## src/rtl/router_pkg.sv

```systemverilog
// Shared constants and configuration helpers for the router output-side blocks.
package router_pkg;

  localparam int ROUTER_NUM_CH      = 3;
  localparam int ROUTER_ADDR_W      = 2;
  localparam int ROUTER_CNT_W       = 5;
  localparam int ROUTER_DEF_TIMEOUT = 30;

  // True when an addr_w-bit header field can name every one of num_ch channels.
  function automatic bit addr_fits(input int addr_w, input int num_ch);
    return (1 << addr_w) >= num_ch;
  endfunction

endpackage

```

## src/rtl/router_sft_rst_timer.sv

```systemverilog
// Single-channel FIFO read-timeout counter: one-cycle soft_reset pulse plus a
// sticky write-1-clear status bit.
module router_sft_rst_timer #(
  parameter int CNT_W = 5
) (
  input  logic             clock,
  input  logic             reset,
  input  logic             cnt_clr,
  input  logic             empty,
  input  logic             read_enb,
  input  logic             status_clr,
  input  logic [CNT_W-1:0] timeout_reg,
  output logic             soft_reset,
  output logic             sft_rst_status
);

  logic [CNT_W-1:0] cnt;
  logic [CNT_W-1:0] cnt_nxt;
  logic             pulse_nxt;

  // NOTE: every always_comb output gets a default first so no path can infer a latch.
  always_comb begin
    cnt_nxt   = cnt + CNT_W'(1);
    pulse_nxt = 1'b0;
    if (cnt_clr || empty || read_enb) begin
      cnt_nxt = '0;
    end else if (cnt == timeout_reg - CNT_W'(1)) begin
      // Compare precedes the increment, so the counter never wraps.
      cnt_nxt   = '0;
      pulse_nxt = 1'b1;
    end
  end

  // NOTE: sequential state uses non-blocking assignments so all flops update together.
  always_ff @(posedge clock) begin
    if (reset) begin
      cnt            <= '0;
      soft_reset     <= 1'b0;
      sft_rst_status <= 1'b0;
    end else begin
      cnt            <= cnt_nxt;
      soft_reset     <= pulse_nxt;
      // Setting wins over a same-edge clear.
      sft_rst_status <= pulse_nxt | (sft_rst_status & ~status_clr);
    end
  end

endmodule

```

## src/rtl/router_sync_n.sv

```systemverilog
// N-channel synchroniser between the router FSM and the output FIFOs: address
// capture/decode, full-flag mux, valid generation and per-channel read timeouts.
module router_sync_n
  import router_pkg::*;
#(
  parameter int NUM_CH      = ROUTER_NUM_CH,
  parameter int ADDR_W      = ROUTER_ADDR_W,
  parameter int CNT_W       = ROUTER_CNT_W,
  parameter int DEF_TIMEOUT = ROUTER_DEF_TIMEOUT
) (
  input  logic              clock,
  input  logic              reset,
  input  logic              detect_add,
  input  logic [ADDR_W-1:0] data_in,
  input  logic              write_enb_reg,
  input  logic [NUM_CH-1:0] read_enb,
  input  logic [NUM_CH-1:0] empty,
  input  logic [NUM_CH-1:0] full,
  input  logic              timeout_ld,
  input  logic [CNT_W-1:0]  timeout_val,
  input  logic [NUM_CH-1:0] status_clr,
  output logic [NUM_CH-1:0] write_enb,
  output logic              fifo_full,
  output logic              addr_err,
  output logic [NUM_CH-1:0] vld_out,
  output logic [NUM_CH-1:0] soft_reset,
  output logic [NUM_CH-1:0] sft_rst_status
);

  if (!addr_fits(ADDR_W, NUM_CH)) begin : g_bad_cfg
    $error("router_sync_n: ADDR_W too narrow for NUM_CH");
  end

  logic [ADDR_W-1:0] fifo_addr;
  logic [CNT_W-1:0]  timeout_reg;
  logic              cnt_clr;

  always_ff @(posedge clock) begin
    if (reset) begin
      fifo_addr   <= '0;
      addr_err    <= 1'b0;
      timeout_reg <= CNT_W'(DEF_TIMEOUT);
    end else begin
      if (detect_add) begin
        fifo_addr <= data_in;
        addr_err  <= int'(data_in) >= NUM_CH;
      end
      if (timeout_ld) begin
        timeout_reg <= timeout_val;
      end
    end
  end

  // Loop compare keeps an out-of-range address from ever indexing the vectors.
  always_comb begin
    write_enb = '0;
    fifo_full = 1'b0;
    for (int i = 0; i < NUM_CH; i++) begin
      if (!addr_err && fifo_addr == ADDR_W'(i)) begin
        write_enb[i] = write_enb_reg;
        fifo_full    = full[i];
      end
    end
  end

  assign vld_out = ~empty;
  assign cnt_clr = timeout_ld || (timeout_reg == '0);

  for (genvar g = 0; g < NUM_CH; g++) begin : g_timer
    router_sft_rst_timer #(
      .CNT_W (CNT_W)
    ) u_timer (
      .clock          (clock),
      .reset          (reset),
      .cnt_clr        (cnt_clr),
      .empty          (empty[g]),
      .read_enb       (read_enb[g]),
      .status_clr     (status_clr[g]),
      .timeout_reg    (timeout_reg),
      .soft_reset     (soft_reset[g]),
      .sft_rst_status (sft_rst_status[g])
    );
  end

endmodule

```

## config.mk

```make
export PLATFORM = sky130hd
export DESIGN_NAME = router_sync_n
export DESIGN_NICKNAME = d
export VERILOG_FILES = /design/src/rtl/router_pkg.sv /design/src/rtl/router_sft_rst_timer.sv /design/src/rtl/router_sync_n.sv
export SDC_FILE = /design/constraint.sdc
export NUM_CORES = 1
export LEC_CHECK = 0
export CAP_MARGIN = 0
export CORE_AREA = 2 2 64 66
export CTS_CLUSTER_DIAMETER = 120
export DETAILED_ROUTE_END_ITERATION = 8
export DIE_AREA = 0 0 66 68
export PLACE_DENSITY = 0.75
export SLEW_MARGIN = 10
export SYNTH_ARGS = -nofsm -noshare
export SYNTH_HDL_FRONTEND = slang
export SYNTH_SLANG_ARGS = --single-unit
export TNS_END_PERCENT = 100
```

## constraint.sdc

```tcl
create_clock -name clock -period 2 [get_ports clock]
set_input_delay 0.2 -clock clock [delete_from_list [all_inputs] [get_ports clock]]
set_output_delay 0.2 -clock clock [all_outputs]
set_load 0.01 [all_outputs]
```

Word-level counts from Yosys, hierarchy flattened --
Cells that the tools add are included.
Word-level totals: bits in registers 29
Operators by class: $add $sub $neg 4, magnitude comparators 1, equality and inequality tests 5, mux-type cells 12, bitwise gates (word level) 10, reductions and logical operators 16
Operator list (count):
- $add A5 B1 Y5 const B | 3
- $eq A5 B5 Y1 | 3
- $mux W1 | 12
- $reduce_or A3 Y1 | 3
- $logic_or A1 B1 Y1 | 7
- $logic_not A5 Y1 | 1
- $sub A5 B1 Y5 const B | 1
- $and A1 B1 Y1 | 3
- $logic_and A1 B1 Y1 | 3
- $not A1 Y1 | 3
- $not A3 Y3 | 1
- $or A1 B1 Y1 | 3
- $eq A2 B1 Y1 const B | 1
- $eq A2 B2 Y1 const B | 1
- $ge A2 B2 Y1 const B | 1
- $logic_not A2 Y1 | 1
- $logic_not A1 Y1 | 1

Logic depth before layout (Yosys ltp) --
depth in word-level cells 6, depth in mapped cells 8, mapped depth without buffers 6

By module --
Synthesis repeated with hierarchy kept, for this count alone.
Second synthesis, totals: cells, all modules 170, area total of the unflattened synthesis 1637.8 um^2
Modules (own cells, without submodules):
- router_sft_rst_timer (g_timer[0].u_timer ...) | instances 2, cells an instance 44, area each 426.7 um^2
- router_sft_rst_timer (g_timer[2].u_timer) | instances 1, cells an instance 43, area each 412.9 um^2
- router_sync_n | instances 1, cells an instance 39, area each 371.6 um^2

Least setup slack after synthesis --
No wires, ideal clock.
kind register -> register, from register timeout_reg[0], to register g_timer[1].u_timer.cnt[2], arrival time 2.024 ns, path slack -0.168 ns, cell stages (with the launch flop) 9, buffers on the path 2, path through dfxtp_1 clkbuf_1 inv_1 ha_1 buf_4 o21ba_2 a221o_1 a2111oi_4 nor4_1
On the way: cells in the longest elaborated chain, start to end 5
Ends and longest elaborated chain:
- start, declared | line router_sync_n.sv:35 | logic [CNT_W-1:0] timeout_reg;
- start signal, assigned | line router_sync_n.sv:42 | timeout_reg <= CNT_W'(DEF_TIMEOUT);
- start signal, assigned | line router_sync_n.sv:49 | timeout_reg <= timeout_val;
- parallel branches: the longest is 4 deep, another holds $sub A5 B1 Y5
- $reduce_or A3 Y1 (no source line) *
- end signal, assigned | line router_sft_rst_timer.sv:41 | cnt <= cnt_nxt;
- end, declared | line router_sft_rst_timer.sv:17 | logic [CNT_W-1:0] cnt;
Mark *: on every way between the ends. A chain may end at the register's enable or synchronous reset.

Worst setup path after layout --
from register timeout_reg[1], to register g_timer[2].u_timer.sft_rst_status
On the way: cells in the longest elaborated chain, start to end 6
Ends and longest elaborated chain:
- parallel branches: the longest is 4 deep, another holds $sub A5 B1 Y5
- $mux W1 * | line router_sft_rst_timer.sv:25 | if (cnt_clr || empty || read_enb) begin
- $or A1 B1 Y1 * | line router_sft_rst_timer.sv:44 | sft_rst_status <= pulse_nxt | (sft_rst_status & ~status_clr);
- end signal, assigned | line router_sft_rst_timer.sv:44
- end, declared | line router_sft_rst_timer.sv:14 | output logic sft_rst_status
Marked as above.

==> run summary <==
Flip-flop and latch count after synthesis: 29
R2r setup slk: 0.1 ns
Min-Delay Endpoint: g_timer[1].u_timer.cnt[0]$_SDFF_PP0_
Vias: 1285
Die H: 68 um
# setup viols final: 0
Clock-pin transition on the worst setup and hold timing paths: 0.06 ns
Setup TNS: 0 ns
Dpl hpwl: 2.41 mm
Met2 routed WL: 1.45 mm
NumNets Final: 239
Post-synth EDFFs: 0
Crit path required time: 2.22 ns
Top sig layer: met4
PortBufs: 37
CP max FO: 6
Clock buffer depth: 2
R2R Path Start: timeout_reg[1]$_SDFFE_PP1P_
Fmax achieved: 0.526 GHz
Largest net degree at the start of global routing: 11
Ys Warns: 0
Netlist Area Pre-Place: 1600 sq um
Slew margin rel.: 73.8%
Vias/cell: 4.92
Sequential element share of the synthesized area: 36.3%
Post-synth top area cell: dfxtp_1
Synthesized net count: 193
CTS tree: done
Crit Path Category: flop to flop
Minimum clock period: 1.90 ns
Crit share post-route: 95.1%
Length of routed met3 wiring: 180 um
Top cells by area, synth: dfxtp_1 36%, xnor2_1 9.9%, a2111oi_4 5.2%
Grt ovf: 0
Remaining DRCs: 0
Clk_lat worst skew: 0.27 ns
Final Hold Fails: 0
Layout cells sized above 1: 19.4%
Routed met1 length: 1.46 mm
RSZ-0062 raised after global routing: no
Static leakage: 0.787 nW
Die ar.: 4490 sq um
Most used DFF post-synth: dfxtp_1
Routed WL: 3.15 mm
Reg2Reg Depth: 8
Post-synth ARST share: 0%
Syn_area_per_cell: 9.69 sq um
CP arrival: 2.12 ns
Synth-to-layout area growth: 35.8%
Crit end category: flop
Initial antenna violation count: 0
Pwr dens: 589 nW/um^2
Skew final: 0.00298 ns
Filler cells: 348
First-pass GRT wire length: 5.35 mm
Max-Cap Viols: 0
Reg2reg end: g_timer[2].u_timer.sft_rst_status$_SDFF_PP0_
Slew Limit Fails: 0
Root buffer cell: clkbuf_8
Worst Hold Class: flop to flop
Status: finished clean
Drt wl/cell: 12.1 um
H-tree lvl count: 2
Io pins: 38
DR iter-0 viols: 27
Rows: 23
Maximum VDD drop: 0.447 mV
Pre-antenna DRT Iters: 3
GP Congestion: 0.739
Slew @ Worst Pin: 0.392 ns
Overall power: 1.28 mW
CP Launch Type: flop
Yosys top cell area share: 36.3%
Core Box Area: 3860 sq um
CTS Buf Count: 5
Initial Util: 41.5%
Vias in the first global route: 1226
Antenna-violating nets left: 0
Synth cell types: 32
Largest register FFs: 15
Worst hold stages: 1
Die width: 66 um
Synthesized instance count: 165
GR Util All Layers: 15.8%
Hold WS: 0.499 ns
CTS Sinks: 29
HP Start: g_timer[1].u_timer.cnt[0]$_SDFF_PP0_
Number of diodes: 0
## cell families after synthesis
logic type      Yosys count  share of synthesized area [%]
buf+inv                  26                           8.61
fa+ha+maj                 4                           3.13
simple gates             56                           20.5
xor+xnor                 27                           14.8
flops                    29                           36.3
compound gates           16                           12.3
mux                       7                           4.38
## placed cells by master (no fill, tap or decap)
master and count:
ha_1 3, xor2_1 9, buf_6 1, a2111oi_4 3
clkbuf_1 1, nor4_1 12, or4_2 2, dfxtp_1 27
and2_1 2, xnor2_1 18, or4b_1 1, nand3_1 13
nor2_1 10, ha_4 1, nor3b_1 1, o21ba_2 3
nor4b_1 2, a221o_1 3, a21oi_1 2, o211ai_1 1
nor4bb_1 1, buf_4 17, dfxtp_2 2, nor2_2 1
a31oi_1 1, nor4b_2 1, inv_1 8, nand2_1 7
nand2b_1 1, clkdlybuf4s50_1 37, inv_2 2, a32o_1 3
or4_4 1, clkbuf_8 6, nor3_2 1, mux2i_1 7
## layer usage
metal  up-vias  track usage [%]
met5         -                0
met4         0             6.89
met3         6             5.59
met2        32             25.4
met1       580             19.3
li1        667                -
## cell usage after synthesis, types with 4 or more instances
cell type and instances:
nand2_1 7, dfxtp_1 29, xnor2_1 18, ha_1 4
nand3_1 13, buf_4 7, nor2_1 10, mux2i_1 7
buf_2 5, xor2_1 9, inv_1 10, nor4_1 12
## power breakdown
group          total (mW)  internal [mW]  switching (mW)
sequential          0.607          0.590          0.0174
clock               0.474          0.272           0.202
combinational       0.198          0.119          0.0790
## per-stage QoR
stage               setup WS [ns]  std cells  instance area (sq um)  util, %
floorplan                 0.00741        165                   1620        -
global placement           0.0581        253                   2060     53.5
detailed placement         0.0304        253                   2060     53.5
CTS                        0.0247        260                   2150     55.7
global route              0.00619        261                   2170     56.3
finish                     0.0985        261                   2170     56.3
## layout make-up
cell class              instances  area, sq um  share of cell area, %
multi-input cells             110          893                   41.1
well taps                      50         62.6                   2.88
clock buffers                   7         86.3                   3.97
flip-flops and latches         29          583                   26.8
inverters                      10         37.5                   1.73
repair buffers                 55          509                   23.4
## repair_timing
| item | in CTS | in global routing |
|---|---|---|
| hold buffers | 0 | 0 |
| buffers inserted | 0 | 1 |
| endpoints found under the setup margin | 0 | 20 |
| resized for setup | 0 | 6 |
## critical path, cell delays in order, from the launching register on
cell and delay (ns):
dfxtp_2 0.33, inv_2 0.05, ha_4 0.16, buf_6 0.12, o21ba_2 0.19, a221o_1 0.36, a2111oi_4 0.35, buf_4 0.19
a32o_1 0.11
## how the worst max path moves through the flow
stage	startpoint	to	slack (ns)	depth (start not counted)
2_1_floorplan	timeout_reg[0]$_SDFFE_PP0P_	g_timer[1].u_timer.soft_reset$_SDFF_PP0_	0.007	8
3_3_place_gp	timeout_reg[1]$_SDFFE_PP1P_	g_timer[2].u_timer.sft_rst_status$_SDFF_PP0_	0.06	8
3_5_place_dp	timeout_reg[1]$_SDFFE_PP1P_	g_timer[2].u_timer.sft_rst_status$_SDFF_PP0_	0.03	8
4_1_cts	timeout_reg[1]$_SDFFE_PP1P_	g_timer[2].u_timer.sft_rst_status$_SDFF_PP0_	0.02	8
5_1_grt	timeout_reg[1]$_SDFFE_PP1P_	g_timer[2].u_timer.sft_rst_status$_SDFF_PP0_	0.006	8
6_report	timeout_reg[1]$_SDFFE_PP1P_	g_timer[2].u_timer.sft_rst_status$_SDFF_PP0_	0.1	8
No activity file was read; power rests on OpenSTA's default activity.
==> RTL edit, RTL diff (config.mk and constraints unchanged) <==
Set the package constant `ROUTER_DEF_TIMEOUT` to 15 (it was 30).
--- a/src/rtl/router_pkg.sv
+++ b/src/rtl/router_pkg.sv
@@ -4,7 +4,7 @@
   localparam int ROUTER_NUM_CH      = 3;
   localparam int ROUTER_ADDR_W      = 2;
   localparam int ROUTER_CNT_W       = 5;
-  localparam int ROUTER_DEF_TIMEOUT = 30;
+  localparam int ROUTER_DEF_TIMEOUT = 15;
 
   // True when an addr_w-bit header field can name every one of num_ch channels.
   function automatic bit addr_fits(input int addr_w, input int num_ch);
Check against the original RTL: no difference found for any inputs over 10 cycles, from zero or initial values and one cycle with reset high; that may be too few to reach the edited logic, so the function may still have changed.
==> RTL edit against the original RTL <==
Design area rose by 2.2%; power rose by 5.0%; routed wire length rose by 8.1%; worst setup slack got worse by 11 ps; synthesized area rose by 1.3%; sequential cell count did not move; sequential power barely moved; final cell count rose by 0.77%.
==> RTL edit: results (changes against the original RTL) <==
| Metric | Value |
|---|---|
| Outcome | finished clean (unchanged) |
| Routability Congestion | 0.809 (was 0.739) |
| FF-to-FF setup slack | 90 ps |
| Startpoint Class | flop (unchanged) |
| Global Route Usage Sum | 0.167 (was 0.158) |
| Longest Clk Path Bufs | 2 (unchanged) |
| Worst Path Max Fanout | 7 (was 6) |
| NumNets Final | 240 (was 239) |
| Max Slew Vio Count | 0 (unchanged) |
| Antenna violations before repair | 0 (unchanged) |
| Residual DRC count | 0 (unchanged) |
| Yosys warns | 0 (unchanged) |
| Period utilization | 0.956 (was 0.951) |
| Post-DP HPWL | 2440 um (was 2410 um) |
| Max-slew headroom | 0.686 (was 0.738) |
| VDD IR-drop max | 0.000514 V (was 0.000447 V) |
| Final Skew | 2.95 ps (was 2.98 ps) |
| Routed WL | 3410 um (was 3150 um) |
| Tightest Hold Check Type | in2reg (was reg2reg) |
| Routed via count | 1,331 (was 1,285) |
| Seq/Total Area, Yosys | 0.359 (was 0.363) |
| Hold WS | 499 ps (about the same) |
| Largest net degree at the start of global routing | 15 (was 11) |
| Initial detailed-routing violation count | 29 (was 27) |
| Worst setup path end | g_timer[0].u_timer.cnt[0] (was g_timer[2].u_timer.sft_rst_status) |
| First-pass GRT wire length | 5660 um (was 5350 um) |
| Lkg Pwr | 0.836 nW (was 0.787 nW) |
| Worst EP arrival | 2070 ps (was 2120 ps) |
| Fraction of layout cells with a size suffix above 1 | 0.216 (was 0.194) |
| Fillers | 329 (was 348) |
| Area contributors post-synth | dfxtp_1 36%, xnor2_1 9.7%, a2111oi_4 5.1%, xor2_1 4.9%, nor4_1 4.6% (was dfxtp_1 36%, xnor2_1 9.9%, a2111oi_4 5.2%, xor2_1 4.9%, nor4_1 4.7%) |
| Post-synth cell types | 34 (was 32) |
| DR pass1 iterations | 4 (was 3) |
| FFs w/ async S/R, synth | 0 (unchanged) |
-- RTL edit: changes by cell type in the layout (fill, tap and decap cells not counted), sizes merged --
cell | unedited run | this run
mux2i | 7 | 6
buf | 18 | 19
o211ai | 1 | 2
clkinv | 0 | 1
-- RTL edit: cell families (layout without fill, tap and decap cells) --
kind of cell,Yosys count,after routing,share of synthesized area
adder cells (fa/ha/maj),4,4,0.0309
XOR/XNOR,27,27,0.146
multiplexers,6,6,0.0371
buffers and inverters,26,74,0.0989
flip-flops,29,29,0.359
AO/OA/AOI/OAI,17,17,0.126
AND/OR/NAND/NOR,56,56,0.202
-- RTL edit: worst min path at each step --
stage	endpoint	startpoint	depth (start not counted)
5_1_grt	timeout_reg[1]	timeout_val[1]	3
2_1_floorplan	addr_err	reset	1
3_3_place_gp	timeout_reg[0]	timeout_reg[0]	2
4_1_cts	timeout_reg[1]	timeout_val[1]	3
6_report	timeout_reg[1]	timeout_val[1]	3
3_5_place_dp	timeout_reg[0]	timeout_reg[0]	2
-- RTL edit: final cells by class --
class | instances | share of cell area
Clock buffer | 7 | 0.0434
Clock inverter | 1 | 0.00225
Inverter | 10 | 0.0169
Multi-Input combinational cell | 110 | 0.408
Sequential cell | 29 | 0.263
Tap cell | 50 | 0.0282
Timing Repair Buffer | 56 | 0.238
-- RTL edit: what timing repair did --
| item | 4_1_cts | 5_1_grt |
|---|---|---|
| setup buffers | 3 | 5 |
| pin swaps | 2 | 6 |
| resized for setup | 2 | 8 |
| endpoints found under the setup margin | 13 | 15 |
-- RTL edit: per-stage QoR --
stage          std cells  area [um2]  setup WS (ps)  TNS, ps
2_1_floorplan        165        1630           14.2        0
3_3_place_gp         247        2030           3.59        0
3_5_place_dp         247        2030           -105    -1140
4_1_cts              258        2170           30.4        0
5_1_grt              263        2220         -0.854   -0.854
6_report             263        2220           87.8        0
-- RTL edit: per-layer routing --
metal	global-route usage	share of wire
met1	0.186	0.44
met2	0.299	0.49
met3	0.0526	0.054
met4	0.0612	0.015
met5	0	0
-- RTL edit: critical path, cell delays in order, from the launching register on --
cell and delay, ps:
dfxtp_2 330, inv_2 50, ha_4 180, buf_4 140
xnor2_1 120, a221o_1 370, a2111oi_4 340, buf_4 200
nor4_1 60
-- RTL edit: power by group --
part,switching [mW],leakage (nW),internal [mW]
clock,0.220,0.0542,0.310
combinational,0.0820,0.547,0.121
sequential,0.0192,0.235,0.590
